<file path="config.mk">
export PLATFORM = sky130hd
export DESIGN_NAME = morse_sequencer
export DESIGN_NICKNAME = d
export VERILOG_FILES = /design/src/rtl/morse_pkg.sv /design/src/rtl/morse_unit_timer.sv /design/src/rtl/morse_sequencer.sv
export SDC_FILE = /design/constraint.sdc
export NUM_CORES = 1
export LEC_CHECK = 0
export ABC_AREA = 1
export ABC_CLOCK_PERIOD_IN_PS = 2600
export CAP_MARGIN = 0
export CORE_MARGIN = 2
export CORE_UTILIZATION = 45
export CTS_BUF_LIST = sky130_fd_sc_hd__clkbuf_16
export CTS_CLUSTER_DIAMETER = 50
export DETAILED_ROUTE_END_ITERATION = 16
export PLACE_DENSITY_LB_ADDON = 0.05
export SYNTH_ARGS = -nofsm -noshare
export SYNTH_HDL_FRONTEND = slang
export SYNTH_SLANG_ARGS = --single-unit
</file>
<file path="constraint.sdc">
create_clock -name clk -period 2.6 [get_ports clk]
set_input_delay 0.78 -clock clk [delete_from_list [all_inputs] [get_ports clk]]
set_output_delay 0.78 -clock clk [all_outputs]
set_load 0.05 [all_outputs]
</file>
<file path="src/rtl/morse_pkg.sv">
// Shared types and constants for the Morse character player.
package morse_pkg;

    typedef enum logic [2:0] {
        IDLE,
        TONE,
        GAP,
        LGAP,
        WGAP
    } state_e;

    localparam int unsigned DOT_U      = 1;
    localparam int unsigned DASH_U     = 3;
    localparam int unsigned SYM_GAP_U  = 1;
    localparam int unsigned LET_GAP_U  = 3;
    localparam int unsigned WORD_GAP_U = 7;

    localparam int unsigned CODE_W  = 10;
    localparam int unsigned N_MSB   = 9;
    localparam int unsigned N_LSB   = 7;
    localparam int unsigned SYM_MSB = 6;
    localparam int unsigned SYM_W   = 7;
    localparam int unsigned IDX_W   = 3;

    // Timer must hold the longest phase (word space) minus one.
    function automatic int unsigned cnt_width(input int unsigned unit_ticks);
        return $clog2(WORD_GAP_U * unit_ticks + 1);
    endfunction

endpackage

</file>
<file path="src/rtl/morse_unit_timer.sv">
// Loadable down-counter; zero_c flags the last cycle of the current phase.
module morse_unit_timer
    import morse_pkg::*;
#(
    parameter int unsigned CNT_W = 5
) (
    input  logic             clk,
    input  logic             reset,
    input  logic             load,
    input  logic [CNT_W-1:0] load_val,
    output logic             zero_c
);

    logic [CNT_W-1:0] count_q;
    logic [CNT_W-1:0] count_d;

    always_comb begin
        count_d = count_q;
        if (load) begin
            count_d = load_val;
        end else if (count_q != '0) begin
            count_d = count_q - CNT_W'(1);
        end
    end

    always_ff @(posedge clk) begin
        if (reset) begin
            count_q <= '0;
        end else begin
            count_q <= count_d;
        end
    end

    assign zero_c = (count_q == '0);

endmodule

</file>
<file path="src/rtl/morse_sequencer.sv">
// Plays one latched Morse code word: timed dots/dashes, gaps, and a done pulse.
module morse_sequencer
    import morse_pkg::*;
#(
    parameter int unsigned              UNIT_TICKS = 4,
    parameter int unsigned              RATE_W     = 52,
    parameter logic [RATE_W-1:0]        TONE_RATE  = RATE_W'(1000)
) (
    input  logic              clk,
    input  logic              reset,
    input  logic              start,
    input  logic [CODE_W-1:0] morse,
    input  logic              stop,
    output logic              busy,
    output logic              done,
    output logic              tone_on,
    output logic              is_dash,
    output logic [RATE_W-1:0] tone_rate,
    output logic              audio_enable
);

    localparam int unsigned CNT_W = cnt_width(UNIT_TICKS);

    state_e              state_q, state_d;
    logic [CODE_W-1:0]   code_q, code_d;
    logic [IDX_W-1:0]    sym_idx_q, sym_idx_d;
    logic                busy_q, busy_d;
    logic                done_q, done_d;
    logic                tone_on_q, tone_on_d;
    logic                is_dash_q, is_dash_d;
    logic                audio_enable_q, audio_enable_d;
    logic [RATE_W-1:0]   tone_rate_q, tone_rate_d;

    logic                timer_load;
    logic [CNT_W-1:0]    timer_val;
    logic                timer_zero_c;
    logic [SYM_W-1:0]    sym_bits;
    logic                sym_dash;
    int unsigned         units;

    morse_unit_timer #(.CNT_W(CNT_W)) u_timer (
        .clk      (clk),
        .reset    (reset),
        .load     (timer_load),
        .load_val (timer_val),
        .zero_c   (timer_zero_c)
    );

    always_comb begin
        state_d        = state_q;
        code_d         = code_q;
        sym_idx_d      = sym_idx_q;
        audio_enable_d = audio_enable_q;
        done_d         = 1'b0;

        if (stop) begin
            state_d = IDLE;
        end else begin
            case (state_q)
                IDLE: begin
                    if (start) begin
                        code_d         = morse;
                        sym_idx_d      = '0;
                        audio_enable_d = 1'b1;
                        state_d        = (morse[N_MSB:N_LSB] != '0) ? TONE : WGAP;
                    end
                end
                TONE: begin
                    if (timer_zero_c) begin
                        state_d = (({1'b0, sym_idx_q} + 4'd1) < {1'b0, code_q[N_MSB:N_LSB]})
                                  ? GAP : LGAP;
                    end
                end
                GAP: begin
                    if (timer_zero_c) begin
                        sym_idx_d = sym_idx_q + IDX_W'(1);
                        state_d   = TONE;
                    end
                end
                LGAP, WGAP: begin
                    if (timer_zero_c) begin
                        state_d = IDLE;
                        done_d  = 1'b1;
                    end
                end
                default: state_d = IDLE;
            endcase
        end

        // Symbol for the upcoming phase, taken from the code that will be latched.
        sym_bits = code_d[SYM_MSB:0] << sym_idx_d;
        sym_dash = sym_bits[SYM_MSB];

        case (state_d)
            TONE:    units = sym_dash ? DASH_U : DOT_U;
            GAP:     units = SYM_GAP_U;
            LGAP:    units = LET_GAP_U;
            WGAP:    units = WORD_GAP_U;
            default: units = DOT_U;
        endcase

        timer_load  = (state_d != state_q) && (state_d != IDLE);
        timer_val   = CNT_W'(units * UNIT_TICKS - 1);

        busy_d      = (state_d != IDLE);
        tone_on_d   = (state_d == TONE);
        is_dash_d   = tone_on_d && sym_dash;
        tone_rate_d = tone_on_d ? TONE_RATE : '0;
    end

    always_ff @(posedge clk) begin
        if (reset) begin
            state_q        <= IDLE;
            code_q         <= '0;
            sym_idx_q      <= '0;
            busy_q         <= 1'b0;
            done_q         <= 1'b0;
            tone_on_q      <= 1'b0;
            is_dash_q      <= 1'b0;
            audio_enable_q <= 1'b0;
            tone_rate_q    <= '0;
        end else begin
            state_q        <= state_d;
            code_q         <= code_d;
            sym_idx_q      <= sym_idx_d;
            busy_q         <= busy_d;
            done_q         <= done_d;
            tone_on_q      <= tone_on_d;
            is_dash_q      <= is_dash_d;
            audio_enable_q <= audio_enable_d;
            tone_rate_q    <= tone_rate_d;
        end
    end

    assign busy         = busy_q;
    assign done         = done_q;
    assign tone_on      = tone_on_q;
    assign is_dash      = is_dash_q;
    assign tone_rate    = tone_rate_q;
    assign audio_enable = audio_enable_q;

endmodule

</file>
# --- Word level (Yosys, flattened, before mapping) ---
# Index checks and enable logic that the tools add are counted.
classes:
  addsub: 4
  magnitude_cmp: 1
  n_eq_ne: 8
  shifts: 1
  muxes: 21
  bitwise_logic: 2
  n_reduce_logical: 11
op_table:
  columns: ["operator", "n"]
  rows:
  - ["two-way mux 3 bit", 9]
  - ["two-way mux 7 bit", 3]
  - ["one-hot mux 3 bit (4 select lines)", 1]
  - ["two-way mux 10 bit", 1]
  - ["two-way mux 5 bit", 2]
  - ["subtractor 5 x 1 -> 5 bit, second input constant", 2]
  - ["equality test 3 x 2 -> 1 bit, second input constant", 3]
  - ["one-hot mux 3 bit (3 select lines)", 1]
  - ["<< shifter 7 x 3 -> 7 bit", 1]
  - ["equality test 3 x 1 -> 1 bit, second input constant", 2]
  - ["equality test 3 bit, second input constant", 2]
  - ["one-hot mux 3 bit (2 select lines)", 1]
  - ["nonzero test 3 bit", 2]
  - ["zero test 5 bit", 1]
  - ["nonzero test 5 bit", 1]
  - ["adder 3 x 1 -> 4 bit, second input constant", 1]
  - ["less-than comparator 4 x 3 -> 1 bit", 1]
  - ["adder 3 x 1 -> 3 bit, second input constant", 1]
  - ["zero test 3 bit", 1]
  - ["!= test 3 bit", 1]
  - ["AND reduction 3 bit", 1]
  - ["OR reduction 3 bit", 1]
  - ["logical AND 1 bit", 2]
  - ["two-way mux 1 bit", 2]
  - ["other kinds (4)", 5]
totals:
  register_bits: 78
  input_bits: 14
  output_inout_bits: 57

# --- Longest topological paths before layout ---
# Gate-level depths: netlist (run 1).
depth:
  word_depth: 10
  depth_mapped: 18
  ltp_nobuf: 18

# --- Modules after synthesis ---
# A second synthesis (run 1) with hierarchy kept.
unflattened:
  hier_cells: 283
  hier_area_um2: 1933.1
by_module_without_submodules:
  columns: ["module", "instances", "cells_each", "area_each_um2", "seq_area_each_um2"]
  rows:
  - ["morse_sequencer", 1, 241, 1642.8, 420.4]
  - ["morse_unit_timer", 1, 42, 290.3, 100.1]

# --- Worst setup path after synthesis (run 1) ---
# Ideal clock, no wire load.
synth_path:
  path_type: "input -> register"
  from: "in start"
  to: "reg u_timer.count_q[3]"
  arrival_time_ns: 1.823
  setup_slack_ns: 0.661
  path_stages: 12
  n_path_buf: 1
  cell_sequence: "inv_1 -> nor2_2 -> nand3_2 -> buf_4 -> o21ai_1 -> nand3_1 -> nand3_1 -> nand3_1 -> nand3_1 -> nand2_1 -> nand2_1 -> nor2_1"
synth_via:
  elab_chain_cells: 8
  elab_cells_between_ends: 21
synth_lines:
  columns: ["element", "line_no", "source"]
  rows:
  - ["start, declared", "morse_sequencer.sv:11", "input logic start,"]
  - ["two-way mux 3 bit or two-way mux 7 bit (tied branches)", "morse_sequencer.sv:61", "if (start) begin"]
  - ["one-hot mux 3 bit (2 select lines) or two-way mux 7 bit (tied branches)", "morse_sequencer.sv:59", "case (state_q)"]
  - ["two-way mux 3 bit or two-way mux 7 bit (tied branches)", "morse_sequencer.sv:56", "if (stop) begin"]
  - ["<< shifter 7 x 3 -> 7 bit", "morse_sequencer.sv:91", "sym_bits = code_d[SYM_MSB:0] << sym_idx_d;"]
  - ["two-way mux 2 bit", "morse_sequencer.sv:95", "TONE: units = sym_dash ? DASH_U : DOT_U;"]
  - ["one-hot mux 3 bit (3 select lines)", "morse_sequencer.sv:94", "case (state_d)"]
  - ["subtractor 5 x 1 -> 5 bit", "morse_sequencer.sv:103", "timer_val = CNT_W'(units * UNIT_TICKS - 1);"]
  - ["two-way mux 5 bit", "morse_unit_timer.sv:19", "if (load) begin"]
  - ["end signal, assigned", "morse_unit_timer.sv:30", "count_q <= count_d;"]
  - ["end, declared", "morse_unit_timer.sv:14", "logic [CNT_W-1:0] count_q;"]
# Several ways; a longest one is shown, not always the timed one.
# A chain may end at the register's enable or synchronous reset.

# --- Worst setup path after layout (run 1) ---
# Ends and elaborated chain as after synthesis.

==> results_dict.tcl, run 1 <==
set metrics [dict create \
    ys_dominant_reg_cell "sky130_fd_sc_hd__dfxtp_1" \
    timing.final.ws_setup_ps 248 \
    final_cell_count_no_fill 352 \
    irDropWorstVdd_mv 0.342 \
    floorplan.die.width_um 69.9 \
    most-common-layout-cells "50 x sky130_fd_sc_hd__nand2_1, 46 x sky130_fd_sc_hd__conb_1, 33 x sky130_fd_sc_hd__nor2_1" \
    synth_edf_count 0 \
    post_dp_cell_area_sq_um 2050 \
    route.antenna.remaining_nets 0 \
    async_flop_share 0 \
    numCtsBuffers 3 \
    tritoncts_clock_tree "yes" \
    critical_path.top_delay_family "simple AND/OR/NAND/NOR gates" \
    cp_common_cell "sky130_fd_sc_hd__nand2_1" \
    clockBufferDepth 2 \
    grt_first_pass_wirelength_um 6150 \
    worstSetupStartpointType "input port" \
    grt_pass1_vias 1390 \
    htree_levels 1 \
    cp_data_required_time_ps 2760 \
    pre_cts_slack_ps -43.7 \
    post_cts_resize_count 0 \
    numPlacedInstances 348 \
    critPathBufInv 2 \
    global_route.usage.total 0.153 \
    avgSynthCellArea_sq_um 7.03 \
    critPathCaptureType "flop" \
    yosys_warnings 0 \
    count_of_inserted_antenna_diode_cells 0 \
    timing.critical_path.arrival_ps 2510 \
    route.detailed.wl_per_inst_um 10.2 \
    max_stage_delay_ps 480 \
    ys_types 30 \
    powerDensity_nw_per_um2 840 \
    min_path_cells 2 \
    hold_class "reg -> reg" \
    drc_errors 0 \
    timing.reg2reg.worst_path_depth 15 \
    hpwl_um 2890 \
    worst-slew-pin-transition_ps 496 \
    syn-cell-area_sq_um 1960 \
    portBuffers 24 \
    timing.critical_path.fanout_max 13 \
    die-area_sq_um 4890 \
    critPathSlowestCell "sky130_fd_sc_hd__clkdlybuf4s50_1" \
    timing.max_slew.rel_slack 0.668 \
    cts_hold_buf 0 \
    placeableCoreArea_sq_um 4090 \
    synth.yosys.seq_area_share 0.266 \
    finish.instance_area_sq_um 2130 \
    gp_congestion 0.840 \
    fmax_mhz 425 \
    synth-seq-cells 26 \
    total_negative_setup_slack_ps 0 \
    fp.dieH_um 69.9 \
    detail_route.iter0.violations 66 \
    fraction_of_final_layout_cells_with_drive_strength_greater_than_1 0.129 \
    cp_cell_sequence "clkdlybuf4s50_1 > inv_1 > nor2_2 > nand3_2 > o21ai_0 > a21oi_1 > nand2_1 > nand3b_1 > nand3_1 > nand2_1 > nand2_1 > nor2_1" \
    grt_start_max_net_pins 20 \
    synth.top_cells.by_area "sky130_fd_sc_hd__dfxtp_1 27%, sky130_fd_sc_hd__buf_4 20%, sky130_fd_sc_hd__nand2_1 9.6%, sky130_fd_sc_hd__nor2_1 6.3%, sky130_fd_sc_hd__inv_1 5.8%" \
    count_of_cell_instances_traversed_by_the_critical_path 12 \
    io_pins 71 \
    clk_latency_ps 260 \
    yosys.area.top_type_share 0.266 \
    fin_nets 322 \
    drv_cap 0 \
    via_per_inst 4.43 \
    final_common_cell "sky130_fd_sc_hd__nand2_1" \
    area_delta_synth_final_pct 9.09 \
    final_period_minus_worst_setup_slack_ps 2350 \
    rows 23 \
    initial_utilization 0.479 \
    critPathKind "in -> reg" \
    fin_skew_ps 1.94 \
    final-hold-violation-count 0 \
    run_status "completed" \
    fin_crit_sh 0.905 \
    synthesis.instances 278 \
    detail_route.wirelength_um 3590 \
    vias 1561 \
    grt.overflow.total 0 \
    timing.final.max_slew_violations 0 \
    cts.reportedPaths.clkPinSlew_ps 70 \
    rsz0062_at_grt "no" \
    postCtsSetupBuffers 0 \
    setup_viol_count_final 0 \
    cts.sink_count 26 \
    total_iterations_of_the_first_detailed_routing_run 4 \
    clock-root-buffer "sky130_fd_sc_hd__clkbuf_16" \
    power.leakage_nw 1.08 \
    number_of_antenna_violations_at_the_first_check_in_global_routing 0 \
    synthDominantAreaCellType "sky130_fd_sc_hd__dfxtp_1" \
]
registers in the layout, summed over array words and instances, names as in the netlist:
name	count
state_q	3
code_q	10
u_timer.count_q	5
audio_enable	1
busy	1
tone_rate	1
done	1
sym_idx_q	3
is_dash	1
cell families after synthesis:
logic type	count (synthesis)	synth area share
flip-flops	26	0.266
adder cells (fa/ha/maj)	5	0.0320
AND/OR/NAND/NOR	129	0.324
AO/OA/AOI/OAI	24	0.0774
other	1	0.00192
XOR/XNOR	4	0.0179
buffers and inverters	89	0.281
final cells by class:
type	count	area (sq um)
sequential	26	520
clock inverter	1	3.75
timing repair buffer	31	293
inverter	33	124
fill	431	1950
multi-input combinational	208	1050
tap	50	62.6
clock buffer	3	75.1
worst register-to-register path, stage by stage, from the launching register on:
cell	delay [ps]
sky130_fd_sc_hd__dfxtp_1	360
sky130_fd_sc_hd__ha_1	220
sky130_fd_sc_hd__xnor2_1	190
sky130_fd_sc_hd__inv_1	70
sky130_fd_sc_hd__ha_1	270
sky130_fd_sc_hd__nand2_1	50
sky130_fd_sc_hd__nand2_1	70
sky130_fd_sc_hd__nand2_1	60
sky130_fd_sc_hd__nand2_2	110
sky130_fd_sc_hd__nand2_4	80
sky130_fd_sc_hd__nand2_1	70
sky130_fd_sc_hd__nand3_2	90
sky130_fd_sc_hd__nand2_4	100
sky130_fd_sc_hd__inv_2	50
sky130_fd_sc_hd__o21ai_2	130
sky130_fd_sc_hd__nor2_1	60
cell usage after synthesis, types with 5 or more instances:
cell,number
sky130_fd_sc_hd__o21ai_0,7
sky130_fd_sc_hd__ha_1,5
sky130_fd_sc_hd__inv_1,30
sky130_fd_sc_hd__nand2_1,50
sky130_fd_sc_hd__dfxtp_1,26
sky130_fd_sc_hd__a21oi_1,6
sky130_fd_sc_hd__nor2_1,33
sky130_fd_sc_hd__nand2_2,7
sky130_fd_sc_hd__buf_4,53
sky130_fd_sc_hd__nand3_1,18
report_power, final:
| group | total, mW | switching [mW] | internal (mW) | leakage (nW) |
|---|---|---|---|---|
| sequential | 0.510 | 0.0491 | 0.461 | 0.213 |
| combinational | 0.931 | 0.647 | 0.284 | 0.831 |
| clock | 0.350 | 0.144 | 0.206 | 0.0385 |
| total | 1.79 | 0.841 | 0.952 | 1.08 |
per-layer routing:
layer  up-vias  part of all wire  track usage
met4         0             0.014       0.0449
met1       679              0.50        0.213
met2        66              0.42        0.239
met5         -                 0            0
li1        812                 -            -
met3         4             0.062       0.0332
worst paths after layout:
check                          startpoint                         endpoint  slack [ps]
setup / recovery                    start  u_timer.count_q[3]$_SDFFE_PP0P_         250
hold / removal     code_q[9]$_SDFFE_PP0P_           code_q[9]$_SDFFE_PP0P_         470
setup reg to reg  sym_idx_q[0]$_SDFF_PP0_  u_timer.count_q[3]$_SDFFE_PP0P_         520
hold reg to reg    code_q[9]$_SDFFE_PP0P_           code_q[9]$_SDFFE_PP0P_         470
stage by stage:
stage,hold WS [ps],power [mW],utilization
after floorplan,435,1.37,-
after global placement,448,1.45,0.503
after detailed placement,462,1.45,0.503
after CTS,477,1.81,0.522
after global routing,497,1.92,0.522
final,469,1.79,0.522
No activity file was read; power rests on OpenSTA's default activity.
==> run 2, diff against run 1 <==
--- a/config.mk
+++ b/config.mk
@@ -8,8 +8,10 @@
 export ABC_AREA = 1
 export ABC_CLOCK_PERIOD_IN_PS = 2600
 export CAP_MARGIN = 0
+export CELL_PAD_IN_SITES_DETAIL_PLACEMENT = 0
+export CELL_PAD_IN_SITES_GLOBAL_PLACEMENT = 1
 export CORE_MARGIN = 2
-export CORE_UTILIZATION = 45
+export CORE_UTILIZATION = 31
 export CTS_BUF_LIST = sky130_fd_sc_hd__clkbuf_16
 export CTS_CLUSTER_DIAMETER = 50
 export DETAILED_ROUTE_END_ITERATION = 16
==> constraint.sdc (replaced) <==
create_clock -name clk -period 2.6 [get_ports clk]
set_input_delay 0.78 -clock clk [delete_from_list [all_inputs] [get_ports clk]]
set_output_delay 0.78 -clock clk [all_outputs]
set_load 0.01 [all_outputs]
==> results_dict.tcl, run 2 (synthesis gave the netlist of run 1 again) <==
set metrics [dict create \
    run_status "completed" \
    rows 28 \
    timing.critical_path.arrival_ps 2510 \
    global_route.usage.total 0.115 \
    gp_congestion 0.713 \
    fmax_mhz 425 \
    most-common-layout-cells "50 x sky130_fd_sc_hd__nand2_1, 46 x sky130_fd_sc_hd__conb_1, 33 x sky130_fd_sc_hd__nor2_1" \
    clock-root-buffer "sky130_fd_sc_hd__clkbuf_16" \
    critPathSlowestCell "sky130_fd_sc_hd__clkdlybuf4s50_1" \
    total_iterations_of_the_first_detailed_routing_run 4 \
    vias 1542 \
    cp_data_required_time_ps 2750 \
    fraction_of_final_layout_cells_with_drive_strength_greater_than_1 0.149 \
    post_dp_cell_area_sq_um 2140 \
    floorplan.die.width_um 83.4 \
    fin_skew_ps 3.76 \
    cell_internal_pwr_mw 0.967 \
    initial_utilization 0.325 \
    number_of_antenna_violations_at_the_first_check_in_global_routing 0 \
    setup_viol_count_final 0 \
    timing.critical_path.fanout_max 13 \
    via_per_inst 4.03 \
    cp_common_cell "sky130_fd_sc_hd__nand2_1" \
    fp.dieH_um 83.4 \
    top_regs "code_q (10), u_timer.count_q (5)" \
    route.antenna.remaining_nets 0 \
    area_delta_synth_final_pct 13.2 \
    critPathCaptureType "flop" \
    irDropWorstVdd_mv 0.244 \
    p_sw_frac 0.402 \
    route.detailed.wl_per_inst_um 9.99 \
    cts.sink_count 26 \
    fin_crit_sh 0.905 \
    count_of_inserted_antenna_diode_cells 0 \
    drc_errors 0 \
    grt_pass1_vias 1352 \
    tritoncts_clock_tree "yes" \
    clk_latency_ps 260 \
    max_stage_delay_ps 480 \
    portBuffers 24 \
    post_cts_resize_count 0 \
    powerDensity_nw_per_um2 730 \
    power_frac_seq 0.316 \
    drv_cap 0 \
    cts.reportedPaths.clkPinSlew_ps 60 \
    detail_route.wirelength_um 3830 \
    seq_area_sq_um 520 \
    placeableCoreArea_sq_um 6030 \
    timing.final.max_slew_violations 0 \
    cp_cell_sequence "clkdlybuf4s50_1 > inv_1 > nor2_2 > nand3_2 > o21ai_0 > a21oi_1 > nand2_1 > nand3b_1 > nand3_1 > nand2_1 > nand2_1 > nor2_1" \
    rsz0062_at_grt "no" \
    clockPowerShare 0.209 \
    detail_route.iter0.violations 45 \
    fin_nets 329 \
    multi_input_comb_area_sq_um 1050 \
    timing.final.ws_setup_ps 246 \
    critPathKind "in -> reg" \
    final_period_minus_worst_setup_slack_ps 2350 \
    largest_reg_flops 10 \
    power.leakage_nw 1.11 \
    numCtsBuffers 3 \
    postCtsSetupBuffers 0 \
    critPathBufInv 2 \
    final-hold-violation-count 0 \
    hpwl_um 3150 \
    netSwitchingPower_mw 0.649 \
    clockBufferDepth 2 \
    finish.instance_area_sq_um 2210 \
    power.share.combinational 0.475 \
    io_pins 71 \
    die-area_sq_um 6960 \
    final_layout_fill_cell_count 665 \
    grt.overflow.total 0 \
    pre_cts_slack_ps -54.4 \
    grt_start_max_net_pins 20 \
    final_common_cell "sky130_fd_sc_hd__nand2_1" \
    grt_first_pass_wirelength_um 6540 \
    hold_class "reg -> reg" \
    critical_path.top_delay_family "simple AND/OR/NAND/NOR gates" \
    worstSetupStartpointType "input port" \
    cts_hold_buf 0 \
    most_flop_heavy_register "code_q" \
    htree_levels 1 \
]
[run 2: cell count changes in the layout (fill, tap and decap cells not counted), sizes merged]
cell / delta
buf: +7
clkinv: -1
[run 2: worst reg2reg max path, cell delays in order, from the launching register on]
cell and delay [ps]:
sky130_fd_sc_hd__dfxtp_1 330, sky130_fd_sc_hd__ha_1 330, sky130_fd_sc_hd__ha_1 290, sky130_fd_sc_hd__nand2_1 50
sky130_fd_sc_hd__nand2_1 50, sky130_fd_sc_hd__nand2_1 40, sky130_fd_sc_hd__nand2_1 60, sky130_fd_sc_hd__nand2_1 60
sky130_fd_sc_hd__nand2_2 110, sky130_fd_sc_hd__nand2_4 80, sky130_fd_sc_hd__nand2_1 80, sky130_fd_sc_hd__nand3_2 90
sky130_fd_sc_hd__nand2_4 110, sky130_fd_sc_hd__inv_2 50, sky130_fd_sc_hd__o21ai_2 140, sky130_fd_sc_hd__nor2_1 60
[run 2: cell type report]
type | instances | share of cell area
sequential | 26 | 0.235
multi-input combinational | 208 | 0.477
clock buffer | 3 | 0.0339
tap | 75 | 0.0424
inverter | 33 | 0.0560
timing repair buffer | 38 | 0.156
[run 2: final timing paths]
check / from / to / slack, ps / cells after the start
setup / recovery: start / u_timer.count_q[3]$_SDFFE_PP0P_ / 250 / 12
hold / removal: audio_enable$_SDFFE_PP0P_ / audio_enable$_SDFFE_PP0P_ / 470 / 2
setup reg to reg: sym_idx_q[1]$_SDFF_PP0_ / u_timer.count_q[3]$_SDFFE_PP0P_ / 570 / 15
hold reg to reg: audio_enable$_SDFFE_PP0P_ / audio_enable$_SDFFE_PP0P_ / 470 / 2
[run 2: through the flow]
stage | power [mW] | instances | setup TNS [ps] | utilization | hold WS (ps)
finish | 1.62 | 383 | 0 | 0.367 | 469
global route | 1.77 | 383 | 0 | 0.367 | 512
CTS | 1.64 | 383 | 0 | 0.367 | 476
floorplan | 1.18 | 323 | 0 | - | 435
detailed placement | 1.29 | 380 | -54.4 | 0.355 | 461
global placement | 1.30 | 380 | -50.5 | 0.355 | 453
[run 2: power by group through the flow]
stage | clock network, mW | registers, mW | logic (mW)
4_1_cts | 0.356 | 0.510 | 0.776
3_5_place_dp | 0 | 0.519 | 0.773
5_1_grt | 0.375 | 0.520 | 0.874
2_1_floorplan | 0 | 0.515 | 0.663
6_report | 0.338 | 0.510 | 0.768
3_3_place_gp | 0 | 0.520 | 0.784
[run 2: routing by layer]
layer  track usage  up-vias  routed length (um)
met5             0        -                   0
met4        0.0396        0                  48
met2         0.167       53                1580
met1         0.173      662                2010
met3        0.0169        4                 185
li1              -      823                   -
==> run 3, diff against run 2 <==
--- a/config.mk
+++ b/config.mk
@@ -13,7 +13,7 @@
 export CORE_MARGIN = 2
 export CORE_UTILIZATION = 31
 export CTS_BUF_LIST = sky130_fd_sc_hd__clkbuf_16
-export CTS_CLUSTER_DIAMETER = 50
+export CTS_CLUSTER_DIAMETER = 30
 export DETAILED_ROUTE_END_ITERATION = 16
 export PLACE_DENSITY_LB_ADDON = 0.05
 export SYNTH_ARGS = -nofsm -noshare
==> results of run 3 <==
Same layout as run 2: the final DEF is identical, and so are final timing and power.
